===== src/rtl/bus_interconnect.sv =====
// bus_interconnect: N-master x M-slave bus fabric with base/mask decode,
// per-slave round-robin arbitration and error completion for misses/timeouts.
// Ports:
//   clk, rst_n                   clock, async active-low reset
//   m_bstart/m_addr/m_ttype/     per-master request (held until m_bdone)
//   m_tsize/m_wdata
//   m_rdata/m_bdone/m_berr       per-master completion
//   s_ss/s_bstart/s_addr/...     per-slave forwarded request
//   s_rdata/s_bdone              per-slave response
module bus_interconnect #(
    parameter int N_MASTERS = 2,
    parameter int N_SLAVES  = 3,
    parameter int ADDR_W    = 32,
    parameter int DATA_W    = 32,
    parameter logic [N_SLAVES*ADDR_W-1:0] SLAVE_BASE =
        {32'h2000_0000, 32'h1000_0000, 32'h0000_0000},
    parameter logic [N_SLAVES*ADDR_W-1:0] SLAVE_MASK =
        {32'hF000_0000, 32'hF000_0000, 32'hF000_0000},
    parameter int TIMEOUT_CYCLES = 64
) (
    input  logic                         clk,
    input  logic                         rst_n,
    input  logic [N_MASTERS-1:0]         m_bstart,
    input  logic [N_MASTERS*ADDR_W-1:0]  m_addr,
    input  logic [N_MASTERS-1:0]         m_ttype,
    input  logic [N_MASTERS*2-1:0]       m_tsize,
    input  logic [N_MASTERS*DATA_W-1:0]  m_wdata,
    output logic [N_MASTERS*DATA_W-1:0]  m_rdata,
    output logic [N_MASTERS-1:0]         m_bdone,
    output logic [N_MASTERS-1:0]         m_berr,
    output logic [N_SLAVES-1:0]          s_ss,
    output logic [N_SLAVES-1:0]          s_bstart,
    output logic [N_SLAVES*ADDR_W-1:0]   s_addr,
    output logic [N_SLAVES-1:0]          s_ttype,
    output logic [N_SLAVES*2-1:0]        s_tsize,
    output logic [N_SLAVES*DATA_W-1:0]   s_wdata,
    input  logic [N_SLAVES*DATA_W-1:0]   s_rdata,
    input  logic [N_SLAVES-1:0]          s_bdone
);

    localparam int MW = (N_MASTERS > 1) ? $clog2(N_MASTERS) : 1;
    localparam int SW = (N_SLAVES > 1) ? $clog2(N_SLAVES) : 1;
    localparam int CW = $clog2(TIMEOUT_CYCLES + 2);

    typedef enum logic [1:0] {IDLE, PEND, ACTIVE, ERR} mst_e;

    mst_e              st_q   [N_MASTERS];
    logic [SW-1:0]     tgt_q  [N_MASTERS];
    logic [N_SLAVES-1:0] busy_q;
    logic [MW-1:0]     own_q  [N_SLAVES];
    logic [MW-1:0]     rr_q   [N_SLAVES];
    logic [CW-1:0]     cnt_q  [N_SLAVES];

    logic [N_MASTERS-1:0] hit;
    logic [SW-1:0]        hit_idx [N_MASTERS];
    logic [N_SLAVES-1:0]  gnt;
    logic [MW-1:0]        gnt_idx [N_SLAVES];
    logic [N_MASTERS-1:0] m_gnt;
    logic [N_SLAVES-1:0]  s_ok;
    logic [N_SLAVES-1:0]  s_to;

    // Decode: scan downward so the lowest matching window wins.
    always_comb begin
        for (int m = 0; m < N_MASTERS; m++) begin
            hit[m]     = 1'b0;
            hit_idx[m] = '0;
            for (int j = N_SLAVES - 1; j >= 0; j--) begin
                if ((m_addr[m*ADDR_W +: ADDR_W] & SLAVE_MASK[j*ADDR_W +: ADDR_W])
                    == SLAVE_BASE[j*ADDR_W +: ADDR_W]) begin
                    hit[m]     = 1'b1;
                    hit_idx[m] = SW'(j);
                end
            end
        end
    end

    // Round-robin: first pass from rr upward, second pass wraps below rr.
    always_comb begin
        m_gnt = '0;
        for (int j = 0; j < N_SLAVES; j++) begin
            gnt[j]     = 1'b0;
            gnt_idx[j] = '0;
            if (!busy_q[j]) begin
                for (int m = 0; m < N_MASTERS; m++) begin
                    if (!gnt[j] && m >= int'(rr_q[j]) && st_q[m] == PEND
                        && tgt_q[m] == SW'(j)) begin
                        gnt[j]     = 1'b1;
                        gnt_idx[j] = MW'(m);
                    end
                end
                for (int m = 0; m < N_MASTERS; m++) begin
                    if (!gnt[j] && m < int'(rr_q[j]) && st_q[m] == PEND
                        && tgt_q[m] == SW'(j)) begin
                        gnt[j]     = 1'b1;
                        gnt_idx[j] = MW'(m);
                    end
                end
            end
            for (int m = 0; m < N_MASTERS; m++) begin
                if (gnt[j] && gnt_idx[j] == MW'(m)) m_gnt[m] = 1'b1;
            end
        end
    end

    // s_bdone has priority over a timeout landing in the same cycle.
    always_comb begin
        for (int j = 0; j < N_SLAVES; j++) begin
            s_ok[j] = busy_q[j] & s_bdone[j];
            s_to[j] = busy_q[j] & ~s_bdone[j] & (TIMEOUT_CYCLES != 0)
                      & (cnt_q[j] == CW'(TIMEOUT_CYCLES));
        end
    end

    always_comb begin
        m_bdone = '0;
        m_berr  = '0;
        m_rdata = '0;
        for (int m = 0; m < N_MASTERS; m++) begin
            if (st_q[m] == ERR) begin
                m_bdone[m] = 1'b1;
                m_berr[m]  = 1'b1;
            end
            for (int j = 0; j < N_SLAVES; j++) begin
                if (own_q[j] == MW'(m)) begin
                    if (s_ok[j]) begin
                        m_bdone[m] = 1'b1;
                        m_rdata[m*DATA_W +: DATA_W] = s_rdata[j*DATA_W +: DATA_W];
                    end else if (s_to[j]) begin
                        m_bdone[m] = 1'b1;
                        m_berr[m]  = 1'b1;
                    end
                end
            end
        end
    end

    // The request is forwarded already in the grant cycle so the slave
    // sees address and strobe together.
    always_comb begin
        logic [MW-1:0] cur;
        logic          act;
        s_ss     = '0;
        s_bstart = '0;
        s_addr   = '0;
        s_ttype  = '0;
        s_tsize  = '0;
        s_wdata  = '0;
        for (int j = 0; j < N_SLAVES; j++) begin
            act         = busy_q[j] | gnt[j];
            cur         = gnt[j] ? gnt_idx[j] : own_q[j];
            s_ss[j]     = act;
            s_bstart[j] = gnt[j];
            for (int m = 0; m < N_MASTERS; m++) begin
                if (act && cur == MW'(m)) begin
                    s_addr[j*ADDR_W +: ADDR_W]  = m_addr[m*ADDR_W +: ADDR_W];
                    s_ttype[j]                  = m_ttype[m];
                    s_tsize[j*2 +: 2]           = m_tsize[m*2 +: 2];
                    s_wdata[j*DATA_W +: DATA_W] = m_wdata[m*DATA_W +: DATA_W];
                end
            end
        end
    end

    always_ff @(posedge clk or negedge rst_n) begin
        if (!rst_n) begin
            for (int m = 0; m < N_MASTERS; m++) begin
                st_q[m]  <= IDLE;
                tgt_q[m] <= '0;
            end
            busy_q <= '0;
            for (int j = 0; j < N_SLAVES; j++) begin
                own_q[j] <= '0;
                rr_q[j]  <= '0;
                cnt_q[j] <= '0;
            end
        end else begin
            for (int m = 0; m < N_MASTERS; m++) begin
                unique case (st_q[m])
                    IDLE: begin
                        if (m_bstart[m]) begin
                            if (hit[m]) begin
                                st_q[m]  <= PEND;
                                tgt_q[m] <= hit_idx[m];
                            end else begin
                                st_q[m] <= ERR;
                            end
                        end
                    end
                    PEND:    if (m_gnt[m]) st_q[m] <= ACTIVE;
                    ACTIVE:  if (m_bdone[m]) st_q[m] <= IDLE;
                    ERR:     st_q[m] <= IDLE;
                    default: st_q[m] <= IDLE;
                endcase
            end
            for (int j = 0; j < N_SLAVES; j++) begin
                if (gnt[j]) begin
                    busy_q[j] <= 1'b1;
                    own_q[j]  <= gnt_idx[j];
                    cnt_q[j]  <= CW'(1);
                    if (gnt_idx[j] == MW'(N_MASTERS - 1)) rr_q[j] <= '0;
                    else rr_q[j] <= gnt_idx[j] + MW'(1);
                end else if (s_ok[j] || s_to[j]) begin
                    busy_q[j] <= 1'b0;
                    cnt_q[j]  <= '0;
                end else if (busy_q[j]) begin
                    cnt_q[j] <= cnt_q[j] + CW'(1);
                end
            end
        end
    end

endmodule

===== config.mk =====
export PLATFORM = sky130hd
export DESIGN_NAME = bus_interconnect
export DESIGN_NICKNAME = d
export VERILOG_FILES = /design/src/rtl/bus_interconnect.sv
export SDC_FILE = /design/constraint.sdc
export NUM_CORES = 1
export LEC_CHECK = 0
export CORE_AREA = 2 2 198 200
export CTS_CLUSTER_DIAMETER = 100
export CTS_CLUSTER_SIZE = 16
export DETAILED_ROUTE_END_ITERATION = 12
export DIE_AREA = 0 0 200 202
export HOLD_SLACK_MARGIN = 0.08
export PLACE_DENSITY = 0.57
export SLEW_MARGIN = 20
export SYNTH_ARGS = -nofsm -noshare
export SYNTH_HDL_FRONTEND = slang
export SYNTH_SLANG_ARGS = --single-unit

===== constraint.sdc =====
create_clock -name clk -period 3.3 [get_ports clk]
set_input_delay 0.825 -clock clk [delete_from_list [all_inputs] [get_ports clk]]
set_output_delay 0.825 -clock clk [all_outputs]
set_load 0.02 [all_outputs]

# After elaboration in Yosys (flattened, before gate mapping)
# Cells that the tools add are included.
dict set report word_totals {
  register_bits 38
  in_bits 237
  out_inout_bits 275
}
dict set report op_classes {
  add_sub_neg 6
  order_cmp 6
  eq_ne 23
  n_mux 147
  n_bitwise 21
  reduce_logical 58
}
# operator n
set ops {}
lappend ops {{$mux 32} 23}
lappend ops {{$mux 1} 93}
lappend ops {{$logic_not 32->1} 2}
lappend ops {{$mux 7} 9}
lappend ops {{$mux 2} 20}
lappend ops {{$logic_and 1x1->1} 33}
lappend ops {{$add 7x1->7 const B} 3}
lappend ops {{$eq 7x7->1 const B} 3}
lappend ops {{$pmux 2 s4} 2}
lappend ops {{$eq 2x2->1 const B} 6}
lappend ops {{$ne 2x2->1 const B} 6}
lappend ops {{$reduce_and 3->1} 4}
lappend ops {{$and 1x1->1} 9}
lappend ops {{$not 1->1} 9}
lappend ops {{$reduce_bool 3->1} 3}
lappend ops {{$eq 2x1->1 const B} 4}
lappend ops {{$eq 4x1->1 const B} 2}
lappend ops {{$eq 4x2->1 const B} 2}
lappend ops {{$logic_not 2->1} 4}
lappend ops {{$logic_not 1->1} 6}
lappend ops {{$reduce_bool 2->1} 3}
lappend ops {{$add 1x1->1 const B} 3}
lappend ops {{$ge 1x1->1 const A} 3}
lappend ops {{$logic_or 1x1->1} 3}
lappend ops {{2 further kinds} 6}

# Longest topological paths before layout
dict set report depth {
  ltp_word 23
  mapped_depth 9
  mapped_depth_nobuf 7
}

# Worst setup path after synthesis
# No wires, ideal clock.
dict set report synth_timing {
  kind {in2out}
  start {input port s_bdone[0]}
  end {output port m_rdata[34]}
  arrival_time_ps 2186
  t_required_ps 2475
  setup_slack_ps 289
  stages 7
  path_buffers 2
  path_cell_list {and2_1 clkbuf_1 clkbuf_1 nand2_1 nor3_1 a21oi_1 o21ai_0}
}
dict set report synth_between {
  elab_chain_len 7
}
# element line
set synth_rtl {}
lappend synth_rtl {{start, declared} 38} ;# input logic [N_SLAVES-1:0] s_bdone
lappend synth_rtl {{$and 1x1->1 *} 108} ;# s_ok[j] = busy_q[j] & s_bdone[j];
lappend synth_rtl {{$mux 32 *} 125} ;# if (s_ok[j]) begin
lappend synth_rtl {{$mux 32 *} 124} ;# if (own_q[j] == MW'(m)) begin
lappend synth_rtl {{$mux 32} 125}
lappend synth_rtl {{$mux 32 *} 124}
lappend synth_rtl {{$mux 32} 125}
lappend synth_rtl {{$mux 32 *} 124}
lappend synth_rtl {{end, declared} 28} ;# output logic [N_MASTERS*DATA_W-1:0] m_rdata,
# Every way passes the cells marked *; elsewhere a longest branch is shown, timed or not.

# Final worst setup path
dict set report layout_timing {
  start {register st_q[3] in the netlist's numbering}
  end {output port s_addr[0]}
}
dict set report layout_between {
  elab_chain_len 21
  word_cells_on_any_way 26
}
# element line
set layout_rtl {}
lappend layout_rtl {{start, declared} 47} ;# mst_e st_q [N_MASTERS];
lappend layout_rtl {{start signal, assigned by index} 167} ;# st_q[m] <= IDLE;
lappend layout_rtl {{start signal, assigned by index} 182} ;# st_q[m] <= PEND;
lappend layout_rtl {{start signal, assigned by index} 185} ;# st_q[m] <= ERR;
lappend layout_rtl {{$eq 2x1->1 *} {85, 92}}
lappend layout_rtl {{$logic_and 1x1->1} 85} ;# if (!gnt[j] && m >= int'(rr_q[j]) && st_q[m] == PEND
lappend layout_rtl {{$logic_and 1x1->1} 86} ;# && tgt_q[m] == SW'(j)) begin
lappend layout_rtl {{$mux 1} 85}
lappend layout_rtl {{$mux 1} 83} ;# if (!busy_q[j]) begin
lappend layout_rtl {{$logic_not 1->1} 85}
lappend layout_rtl {{$logic_and 1x1->1} 85}
lappend layout_rtl {{$logic_and 1x1->1} 86}
lappend layout_rtl {{[5 not listed]} -}
lappend layout_rtl {{$logic_and 1x1->1} 93} ;# && tgt_q[m] == SW'(j)) begin
lappend layout_rtl {{$mux 1} 92} ;# if (!gnt[j] && m < int'(rr_q[j]) && st_q[m] == PEND
lappend layout_rtl {{$mux 1} 83}
lappend layout_rtl {{$mux 1} -}
lappend layout_rtl {{$not 1->1} 154} ;# if (act && cur == MW'(m)) begin
lappend layout_rtl {{$logic_and 1x1->1} 154}
lappend layout_rtl {{$mux 32} 154}
lappend layout_rtl {{$mux 32 *} 154}
lappend layout_rtl {{end, declared} 33} ;# output logic [N_SLAVES*ADDR_W-1:0] s_addr,
# Every way passes the cells marked *; elsewhere a longest branch is shown, timed or not. The select of a mux whose other input is x is not followed.

==> flow_metrics.env <==
export IMPL_synth_cell_type_count=52
export IMPL_syn_area_per_cell_um2=5.22
export IMPL_fin_ws_ns=-0.0689
export IMPL_tns_ns=-0.167
export IMPL_grt_pass1_wl_mm=65.2
export IMPL_syn_nets=1484
export IMPL_ys_seq_elements=38
export IMPL_globalRouteTotalUtil=0.209
export IMPL_cts_buffer_depth=2
export IMPL_dr_pass1_iters=5
export IMPL_max_stage_delay_ns=0.58
export IMPL_viasPerCell=4.85
export IMPL_cts_made_buffers=5
export IMPL_area_growth_pct=118
export IMPL_clock_skew_ns=0.00679
export IMPL_final_cell_mix="nand2_1, clkdlybuf4s50_1, a21oi_1"
export IMPL_final_area_um2=14100
export IMPL_cp_arrival_ns=2.54
export IMPL_leakagePower_nw=6.28
export IMPL_setup_viol=4
export IMPL_num_vias=11400
export IMPL_cts_hold_buf=0
export IMPL_cts_sinks=38
export IMPL_hp_class="reg2reg"
export IMPL_htreeDepth=2
export IMPL_drive_above_1_share=0.327
export IMPL_grt_pass1_vias=10900
export IMPL_dp_hpwl_mm=33.4
export IMPL_worstSkewPairLatency_ns=0.28
export IMPL_cts_clk_slew_worst_paths_ns=0.06
export IMPL_dp_cells=2292
export IMPL_cts_tree="done"
export IMPL_drc_errors=0
export IMPL_hold_start="rr_q[1]"
export IMPL_cap_violations=0
export IMPL_tightest_slew_ns=0.641
export IMPL_final_core_util=0.368
export IMPL_r2r_slack_ns=1.19
export IMPL_min_path_cells=1
export IMPL_grt_max_degree=75
export IMPL_holdPathEnd="rr_q[1]"
export IMPL_antenna_left=0
export IMPL_fin_crit_sh=1.02
export IMPL_rr_startpoint="tgt_q[0]"
export IMPL_core_rowCount=72
export IMPL_async_flop_share=1.00
export IMPL_rsz0062_at_grt="yes"
export IMPL_post_place_ws_ns=-0.614
export IMPL_wl_per_cell_um=20.1
export IMPL_grt_overflow_total=0
export IMPL_routed_wl_mm=47.1
export IMPL_endpoint_kind="output pin"
export IMPL_cts_root_buf="clkbuf_16"
export IMPL_crit_required_ns=2.47
export IMPL_slew_violations=0
export IMPL_maxSlewHeadroom=0.573
export IMPL_ys_warn_count=0
export IMPL_final_common_cell="nand2_1"
export IMPL_fp_dieW_um=200
export IMPL_path_class="reg2out"
export IMPL_failed_checks="setup timing"
export IMPL_drtIter0Drc=532
export IMPL_netlist_instances=1241
export IMPL_timing_rr_end="st_q[3]"
export IMPL_n_fill_cell=4139
export IMPL_critPathLaunchType="flip-flop"
export IMPL_crit_fanout=7
export IMPL_ioPinCount=512
export IMPL_pwr_density_cell_nw_per_um2=974
export IMPL_yosysSeqAreaShare=0.147
export IMPL_synth_edf_count=0
export IMPL_period_minus_slack_ns=3.37
export IMPL_ir_drop_v=0.000642
export IMPL_gp_congestion=0.897
export IMPL_io_buffer_count=511
export IMPL_path_delay_family="buffers and inverters"
export IMPL_fp_dieH_um=202
export IMPL_synth_top_flop_cell="dfrtp_1"
export IMPL_ff2ff_path_depth=9
export IMPL_synthesis_area_um2=6480
export IMPL_initial_core_util=0.169
export IMPL_status="finished, violations left"
export IMPL_crit_start="st_q[3]"
export IMPL_cp_buffers_inverters=5
export IMPL_die_area_um2=40400
export IMPL_post_dp_cell_area_um2=13200
export IMPL_grt_antenna_before_repair=4
export IMPL_path_cells="or4b_4 > a211oi_4 > o21bai_4 > buf_12 > buf_8 > buf_16 > nand2_4 > a21oi_2 > buf_4 > buf_6"
export IMPL_fin_nets=2068
export IMPL_hold_viol=0
export IMPL_fin_cells=2346
export IMPL_crit_slowest_cell="or4b_4"
export IMPL_fmax_ghz=0.297
export IMPL_coreArea_um2=38300
## worst max path at each step
| stage | end | slack [ns] | depth (start not counted) |
|---|---|---|---|
| 3_5_place_dp | m_rdata[21] | -0.61 | 7 |
| 2_1_floorplan | m_rdata[34] | 0.29 | 7 |
| 4_1_cts | s_addr[42] | -0.22 | 8 |
| 6_report | s_addr[0] | -0.07 | 10 |
| 3_3_place_gp | m_rdata[21] | -0.59 | 7 |
| 5_1_grt | s_addr[0] | -0.16 | 10 |
## through the flow
stage,power [mW],hold slack (ns)
floorplan,5.98,0.443
global placement,11.6,0.480
detailed placement,11.6,0.481
CTS,12.7,0.487
global route,14.5,0.516
finish,13.7,0.483
## sequential cells by signal, indices dropped and copies added, names as in the netlist
register / flops
cnt_q: 21
busy_q: 3
rr_q: 3
st_q: 4
own_q: 3
tgt_q: 4
## power by group
part / internal (mW) / switching [mW]
sequential: 0.607 / 0.191
combinational: 5.12 / 7.36
clock: 0.276 / 0.173
total: 6.00 / 7.72
## repair_timing
action,4_1_cts,5_1_grt
buffers inserted,20,13
gates cloned,11,6
setup endpoints to repair,259,240
pin swaps,40,88
resized for setup,906,427
## final cells by class
cell class	instances	area [um^2]	area share
diodes	3	7.51	0.000533
well taps	518	648	0.0460
inverters	19	81.3	0.00577
multi-input cells	1079	5850	0.415
flip-flops and latches	38	951	0.0675
clock buffers	7	133	0.00941
repair buffers	682	6430	0.456
## worst register-to-register path, delay by kind of cell (launching register included)
kind,cells,cell delay [ns]
AND/OR/NAND/NOR,2,0.67
buffers and inverters,4,0.55
flip-flops,1,0.45
AO/OA/AOI/OAI,3,0.32
## per-layer routing
metal  vias to the layer above  global-route usage  routed length, um
li1                       5361                   -                  -
met1                      5354               0.242              18000
met2                       572               0.377              23400
met3                        85              0.0466               4130
met4                         0              0.0685               1610
met5                         -                   0                  0
## synthesized netlist by cell type (2+ instances only)
master / instances / area [um^2]
inv_2: 3 / 11.3
nor2b_1: 5 / 31.3
nand4_1: 2 / 12.5
a31oi_1: 3 / 18.8
a211o_1: 2 / 17.5
nor2_1: 33 / 124
o211ai_1: 2 / 15.0
o31ai_1: 4 / 30.0
nor3_1: 63 / 315
nand2_1: 514 / 1930
clkbuf_1: 80 / 300
nand2b_1: 7 / 43.8
o21ai_0: 94 / 470
xor2_1: 3 / 26.3
or3_1: 3 / 18.8
nand3_1: 12 / 60.1
nand4bb_1: 3 / 33.8
buf_2: 16 / 80.1
buf_1: 4 / 15.0
o22a_1: 4 / 35.0
nor4bb_1: 2 / 20.0
ha_1: 6 / 75.1
a21oi_1: 272 / 1360
and3_1: 9 / 56.3
o22ai_1: 3 / 18.8
xnor2_1: 3 / 26.3
nand4b_1: 4 / 35.0
dfrtp_1: 38 / 951
buf_6: 6 / 67.6
inv_1: 16 / 60.1
nor3b_1: 2 / 15.0
and2_1: 2 / 12.5
o2bb2ai_1: 2 / 17.5
## logic make-up after synthesis
| kind of cell | Yosys count | share of synthesized area |
|---|---|---|
| AOI/OAI and AO/OA | 397 | 0.322 |
| adders and majority gates | 6 | 0.0116 |
| and+or+nand+nor | 669 | 0.429 |
| buffers and inverters | 125 | 0.0824 |
| DFF | 38 | 0.147 |
| xor gates and xnor gates | 6 | 0.00811 |
Note: power is estimated with default switching activity, not from simulation.
